[config.mk]
export PLATFORM = sky130hd
export DESIGN_NAME = bin2bcd_seq_flat
export DESIGN_NICKNAME = d
export VERILOG_FILES = /design/src/rtl/bin2bcd_seq_if.sv /design/src/rtl/bin2bcd_seq.sv /design/src/flat_wrapper.sv
export SDC_FILE = /design/constraint.sdc
export NUM_CORES = 1
export LEC_CHECK = 0
export BUFFER_PORTS_ARGS = -buffer_cell sky130_fd_sc_hd__buf_2
export CAP_MARGIN = 10
export CORE_ASPECT_RATIO = 0.75
export CORE_MARGIN = 3
export CORE_UTILIZATION = 40
export DETAILED_ROUTE_END_ITERATION = 7
export PLACE_DENSITY = 0.61
export SLEW_MARGIN = 40
export SYNTH_ARGS = -nofsm -noshare
export SYNTH_HDL_FRONTEND = slang
export SYNTH_SLANG_ARGS = --single-unit
[constraint.sdc]
create_clock -name clk_i -period 2.1 [get_ports clk_i]
set_clock_uncertainty 0.1 [all_clocks]
set_input_delay 0.21 -clock clk_i [delete_from_list [all_inputs] [get_ports clk_i]]
set_output_delay 0.21 -clock clk_i [all_outputs]
set_load 0.01 [all_outputs]
[src/rtl/bin2bcd_seq_if.sv]
// bin2bcd_seq_if: request/result bundle between a binary producer and the BCD converter.
interface bin2bcd_seq_if #(
    parameter int BIN_W  = 16,
    parameter int DIGITS = 4
);
    logic [BIN_W-1:0]    data_i;
    logic                valid_i;
    logic                ready_o;
    logic [4*DIGITS-1:0] bcd_o;
    logic [DIGITS-1:0]   blank_o;
    logic                ovf_o;
    logic                valid_o;
    modport master (output data_i, valid_i, input ready_o, bcd_o, blank_o, ovf_o, valid_o);
    modport slave  (input data_i, valid_i, output ready_o, bcd_o, blank_o, ovf_o, valid_o);
endinterface

[src/rtl/bin2bcd_seq.sv]
// bin2bcd_seq: sequential double-dabble binary-to-BCD converter, one bit per cycle, saturating at 10**DIGITS-1.
module bin2bcd_seq #(
    parameter int BIN_W  = 16,
    parameter int DIGITS = 4
) (
    input logic          clk_i,
    input logic          rst_i,
    bin2bcd_seq_if.slave bus
);
    typedef enum logic [1:0] {IDLE, CONV, DONE} state_t;
    localparam int CW = $clog2(BIN_W + 1);
    localparam int DW = 4 * DIGITS;
    localparam int SW = DW + BIN_W;
    localparam logic [63:0] MAX = 64'(10 ** DIGITS) - 64'd1;
    localparam logic [DIGITS-1:0] BLANK_RST = {{(DIGITS-1){1'b1}}, 1'b0};
    state_t              state_q, state_d;
    logic [SW-1:0]       sh_q, sh_d, adj;
    logic [CW-1:0]       cnt_q;
    logic                ovf_pend_q, ovf_q, vld_q, over, accept, allz;
    logic [DW-1:0]       bcd_q;
    logic [DIGITS-1:0]   blank_q, blank_d;
    logic [BIN_W-1:0]    clamp;
    assign over   = 64'(bus.data_i) > MAX;
    assign clamp  = over ? BIN_W'(MAX) : bus.data_i;
    assign accept = bus.valid_i && state_q == IDLE;
    always_ff @(posedge clk_i) begin
        if (rst_i) state_q <= IDLE;
        else       state_q <= state_d;
    end
    always_comb begin
        state_d = state_q == IDLE ? (accept ? CONV : IDLE)
                : state_q == CONV ? (cnt_q == CW'(BIN_W - 1) ? DONE : CONV)
                : IDLE;
    end
    always_comb begin
        bus.ready_o = state_q == IDLE;
        bus.bcd_o   = bcd_q;
        bus.blank_o = blank_q;
        bus.ovf_o   = ovf_q;
        bus.valid_o = vld_q;
    end
    // Add-3 correction on every nibble before the shift keeps each digit within 0..9.
    always_comb begin
        adj = sh_q;
        for (int k = 0; k < DIGITS; k++)
            adj[BIN_W+4*k +: 4] = sh_q[BIN_W+4*k +: 4] >= 4'd5 ? sh_q[BIN_W+4*k +: 4] + 4'd3 : sh_q[BIN_W+4*k +: 4];
        sh_d = adj << 1;
    end
    always_comb begin
        blank_d = '0;
        allz    = 1'b1;
        for (int k = DIGITS - 1; k >= 1; k--) begin
            allz       = allz && sh_q[BIN_W+4*k +: 4] == 4'd0;
            blank_d[k] = allz;
        end
    end
    always_ff @(posedge clk_i) begin
        if (rst_i) begin
            sh_q       <= '0;
            cnt_q      <= '0;
            ovf_pend_q <= 1'b0;
            bcd_q      <= '0;
            blank_q    <= BLANK_RST;
            ovf_q      <= 1'b0;
            vld_q      <= 1'b0;
        end else begin
            vld_q <= state_q == DONE;
            if (accept) begin
                sh_q       <= {{DW{1'b0}}, clamp};
                cnt_q      <= '0;
                ovf_pend_q <= over;
            end else if (state_q == CONV) begin
                sh_q  <= sh_d;
                cnt_q <= cnt_q + CW'(1);
            end
            if (state_q == DONE) begin
                bcd_q   <= sh_q[SW-1 -: DW];
                blank_q <= blank_d;
                ovf_q   <= ovf_pend_q;
            end
        end
    end
endmodule
[src/flat_wrapper.sv]
// flat-port wrapper written by rule: the top's interface ports become plain ports
module bin2bcd_seq_flat 
#(
    parameter int BIN_W  = 16,
    parameter int DIGITS = 4
)
  (clk_i, rst_i, bus_data_i, bus_valid_i, bus_ready_o, bus_bcd_o, bus_blank_o, bus_ovf_o, bus_valid_o);
  bin2bcd_seq_if #(.BIN_W(BIN_W), .DIGITS(DIGITS)) bus_i ();
  input logic clk_i;
  input logic rst_i;
  input wire logic [$bits(bus_i.data_i)-1:0] bus_data_i;
  input wire logic [$bits(bus_i.valid_i)-1:0] bus_valid_i;
  output wire logic [$bits(bus_i.ready_o)-1:0] bus_ready_o;
  output wire logic [$bits(bus_i.bcd_o)-1:0] bus_bcd_o;
  output wire logic [$bits(bus_i.blank_o)-1:0] bus_blank_o;
  output wire logic [$bits(bus_i.ovf_o)-1:0] bus_ovf_o;
  output wire logic [$bits(bus_i.valid_o)-1:0] bus_valid_o;
  assign bus_i.data_i = bus_data_i;
  assign bus_i.valid_i = bus_valid_i;
  assign bus_ready_o = bus_i.ready_o;
  assign bus_bcd_o = bus_i.bcd_o;
  assign bus_blank_o = bus_i.blank_o;
  assign bus_ovf_o = bus_i.ovf_o;
  assign bus_valid_o = bus_i.valid_o;
  bin2bcd_seq #(.BIN_W(BIN_W), .DIGITS(DIGITS)) u_core (.clk_i(clk_i), .rst_i(rst_i), .bus(bus_i));
endmodule
Yosys cells after proc, flatten, opt, wreduce, memory -nomap -nowiden
Index checks and enable logic that the tools add are counted.
{"block": "totals", "regBits": 61, "in_bits": 19, "word_cells": 42}
{"block": "classes", "add_sub_neg": 5, "n_lt_le_gt_ge": 5, "eq_ne": 3, "mux": 11, "n_reduce_logical": 9}
{"op": "$mux 16", "n": 3}
{"op": "$ge 4x3->1 const B", "n": 4}
{"op": "$gt 16x14->1 const B", "n": 1}
{"op": "$add 4x2->4 const B", "n": 3}
{"op": "$logic_not 4->1", "n": 3}
{"op": "$mux 4", "n": 3}
{"op": "$mux 2", "n": 3}
{"op": "$add 5x1->5 const B", "n": 1}
{"op": "$eq 5x4->1 const B", "n": 1}
{"op": "$add 3x2->3 const B", "n": 1}
{"op": "$logic_and 1x1->1", "n": 3}
{"op": "$mux 3", "n": 1}
{"op": "$eq 2x1->1 const B", "n": 1}
{"op": "$eq 2x2->1 const B", "n": 1}
{"op": "$logic_not 2->1", "n": 1}
{"op": "$reduce_bool 2->1", "n": 1}
{"op": "$reduce_or 2->1", "n": 1}
{"op": "$mux 1", "n": 1}

Longest topological paths before layout
{"block": "logic_depth", "ltp_word": 4, "depth_mapped": 6}

Worst setup path after synthesis
No wires, ideal clock.
{"block": "synth_path", "path_type": "register -> register", "start": "register u_core.sh_q[20]", "end": "register u_core.sh_q[21]", "arrival_ns": 1.283, "t_required_ns": 1.930, "setup_slack_ns": 0.648, "path_stages_with_launch": 7, "period_less_slack_ns": 1.452, "cell_sequence": "dfxtp_1 inv_1 ha_1 nand2b_1 a2111oi_2 a41oi_1 a21oi_1"}
{"block": "synth_between", "elab_chain_len": 2, "word_cells_on_any_way": 3}
{"item": "start: declaration", "line": "bin2bcd_seq.sv:17", "rtl": "logic [SW-1:0] sh_q, sh_d, adj;"}
{"item": "start signal: assignment", "line": "bin2bcd_seq.sv:69", "rtl": "sh_q <= {{DW{1'b0}}, clamp};"}
{"item": "$add 4x2->4 or $ge 4x3->1 (tied branches)", "line": "bin2bcd_seq.sv:46", "rtl": "adj[BIN_W+4*k +: 4] = sh_q[BIN_W+4*k +: 4] >= 4'd5 ? sh_q[BIN_W+4*k +: 4] + 4'd3 : sh_q[BIN_W+4*k +: 4];"}
{"item": "$mux 4 (*)", "line": "bin2bcd_seq.sv:46"}
Mark *: on every way between the ends. The rest lies on a longest branch, timed or not.
A chain may end at the register's enable or synchronous reset.

Final worst setup path
{"block": "layout_path", "start": "register u_core.state_q[1]", "end": "register u_core.blank_q[1], in the netlist u_core.bus.blank_o[1]"}
{"block": "layout_between", "elab_chain_len": 1}
{"item": "start: declaration", "line": "bin2bcd_seq.sv:16", "rtl": "state_t state_q, state_d;"}
{"item": "start signal: assignment", "line": "bin2bcd_seq.sv:28", "rtl": "else state_q <= state_d;"}
{"item": "$eq 2x2->1", "line": "bin2bcd_seq.sv:76", "rtl": "if (state_q == DONE) begin"}
{"item": "end signal: assignment", "line": "bin2bcd_seq.sv:78", "rtl": "blank_q <= blank_d;"}
{"item": "end: declaration", "line": "bin2bcd_seq.sv:21", "rtl": "logic [DIGITS-1:0] blank_q, blank_d;"}
Every way passes these cells.

==> impl_metrics.tcl <==
set metrics [dict create \
    mostFrequentLayoutCell "dfxtp_1" \
    pin_count 42 \
    synth_area_um2 2929 \
    avgSynthCellArea_um2 8.590 \
    htree_levels 3 \
    wl_per_cell_um 13.53 \
    viasPerCell 5.098 \
    grt_pass1_wl_um 10970 \
    path_class "flop to flop" \
    finalWorstSetupSlack_ns 0.4501 \
    fin_nets 410 \
    clk_latency_ns 0.33 \
    finalCritPeriodShare_pct 78.57 \
    worstPathArrival_ns 1.74 \
    numCtsBuffers 9 \
    vias 2452 \
    outcome "finished clean" \
    crit_end "u_core.bus.blank_o[1]" \
    cts_resized 0 \
    drive_gt1_share_pct 20.63 \
    syn_nets 372 \
    synthDistinctLibCells 48 \
    r2r-start "u_core.state_q[1]" \
    p_leak_uw 0.001347 \
    async_flop_share_pct 0 \
    rows 26 \
    ys.warnings.count 0 \
    gp_congestion 0.7788 \
    setup_viol 0 \
    path_clk_slew_ns 0.06 \
    synthFlopType "dfxtp_1" \
    syn_to_final_growth_pct 14.35 \
    core_um2 6962 \
    worstRegToRegCells 4 \
    crit_start "u_core.state_q[1]" \
    max_clock_freq_mhz 606.1 \
    hp-class "primary input to flop" \
    die_x_um 104.8 \
    grt_pass1_vias 2252 \
    slew_viol_final 0 \
    start_kind "flop" \
    wl_um 6506 \
    final_cell_mix "dfxtp_1, nand2_1, buf_2, a21oi_1, nor2_1" \
    root_buffer "clkbuf_8" \
    hpwlAfterDp_um 4567 \
    initial_core_util_pct 42.07 \
    max-clock-path-buffers 2 \
    clock_sinks 61 \
    powerDensity_nw_per_um2 698.0 \
    overflow 0 \
    synth_edf_count 0 \
    antenna_left 0 \
    rsz0062_at_grt "no" \
    antenna_found_initial 0 \
    grtUsageTotal_pct 16.28 \
    fp.dieH_um 80.11 \
    dr.pass1.iters 4 \
    regToRegEndpoint "u_core.bus.blank_o[1]" \
    diodes 0 \
    max_slew_margin_pct 65.31 \
    vdd_drop_max_v 0.0003176 \
    post-cts-setup-buffer-count 0 \
    dp_slack_ns 0.4496 \
    grt_max_degree 37 \
    hold_viol 0 \
    crit_path_max_fanout 12 \
    fin_crit_ns 1.650 \
    setup_tns_ns 0 \
    drt_iter0_drc 135 \
    endpoint_kind "flop" \
    tightestPinTransition_ns 0.5204 \
    cp_data_required_time_ns 2.19 \
    synth_seq_cells 61 \
    cts_hold_buf 0 \
    cap_violations 0 \
    yosysSeqAreaShare_pct 41.69 \
    r2r_slack_ns 0.45 \
    drc 0 \
    numPortBuffers 40 \
    die-area_um2 8396 \
    syn_inst 341 \
    cts_tree "built" \
]
[kinds of logic after synthesis]
family / Yosys count / synth area share [%]
multiplexers: 5 / 1.709
adder cells (fa/ha/maj): 12 / 5.126
other: 1 / 0.1280
buffers and inverters: 42 / 7.304
AND/OR/NAND/NOR: 116 / 18.92
flip-flops: 61 / 41.69
XOR/XNOR: 3 / 0.8972
AO/OA/AOI/OAI: 101 / 24.22
[synth_stat cells, types with 2 or more instances]
cell type	number	area, µm²
o211ai_1	2	15.01
dfxtp_1	61	1221
a22oi_1	7	52.55
o21ai_0	13	65.06
nor3_1	5	25.02
ha_1	12	150.1
a22o_1	4	35.03
nand3_1	6	30.03
mux2i_1	5	50.05
nor2_4	2	22.52
a41oi_1	3	26.28
nor2b_1	2	12.51
buf_6	3	33.78
a31oi_1	3	18.77
nand4_1	3	18.77
a21oi_1	36	180.2
nand2b_1	7	43.79
a2bb2oi_1	6	52.55
clkbuf_2	3	15.01
buf_4	4	30.03
a211oi_1	7	52.55
inv_1	17	63.81
clkbuf_1	3	11.26
and3_1	2	12.51
buf_2	10	50.05
nor2_1	27	101.4
a2111oi_2	5	75.07
o22ai_1	7	43.79
and2_1	6	37.54
xor2_1	2	17.52
nand2_1	49	183.9
nor3b_1	3	22.52
[routing by layer]
| layer | vias to the layer above | part of all wire (%) | global-route usage (%) | routed length [µm] |
|---|---|---|---|---|
| met3 | 2 | 5.3 | 6.024 | 342 |
| met2 | 42 | 45 | 25.54 | 2941 |
| li1 | 1271 | - | - | - |
| met4 | 0 | 0.42 | 4.325 | 27 |
| met1 | 1137 | 49 | 21.16 | 3194 |
| met5 | - | 0 | 0 | 0 |
[stage by stage]
| stage | utilization [%] | cell area (µm²) | std cells | total power, µW | hold WS [ns] |
|---|---|---|---|---|---|
| 6_report | 48.11 | 3349 | 481 | 2338 | 0.03580 |
| 5_1_grt | 48.11 | 3349 | 481 | 2459 | 0.02884 |
| 4_1_cts | 48.11 | 3349 | 481 | 2371 | 0.02045 |
| 3_5_place_dp | 45.83 | 3191 | 466 | 1501 | 0.3446 |
| 3_3_place_gp | 45.83 | 3191 | 466 | 1498 | 0.3396 |
| 2_1_floorplan | - | 2929 | 341 | 1426 | 0.2551 |
[registers in the layout, summed over array words and instances, names as in the netlist]
signal              flops
u_core.sh_q            32
u_core.bus.bcd_o       16
u_core.cnt_q            5
u_core.bus.blank_o      3
u_core.state_q          2
u_core.bus.ovf_o        1
u_core.bus.valid_o      1
u_core.ovf_pend_q       1
[how the worst min path moves through the flow]
stage	from	endpoint	cells after the start
global route	bus_data_i[11]	u_core.sh_q[11]	2
global placement	u_core.sh_q[29]	u_core.bus.bcd_o[13]	2
finish	bus_data_i[11]	u_core.sh_q[11]	2
detailed placement	u_core.bus.bcd_o[5]	u_core.bus.bcd_o[5]	2
CTS	bus_data_i[11]	u_core.sh_q[11]	2
floorplan	bus_data_i[11]	u_core.sh_q[11]	1
[worst max-delay path, cell delays in order, from the launching register on]
cell      delay (ns)
dfxtp_1         0.56
nand2b_1        0.39
buf_4           0.31
nand2_1         0.07
o211ai_1        0.08
[area by class of cell]
class                   count  area (µm²)
fillers                   691        3612
multi-input cells         238        1494
flip-flops and latches     61        1221
repair buffers             51       282.8
clock buffers              13       148.9
well taps                  98       122.6
inverters                  18       70.07
clock inverters             2       10.01
[report_power, final]
part / internal (µW) / leakage, µW / total [µW] / switching, µW
registers: 1190 / 0.000496 / 1220 / 22.3
logic: 103 / 0.000768 / 261 / 158
clock network: 451 / 0.0000833 / 861 / 410
total: 1750 / 0.00135 / 2340 / 591
(Power assumes the default switching activity.)
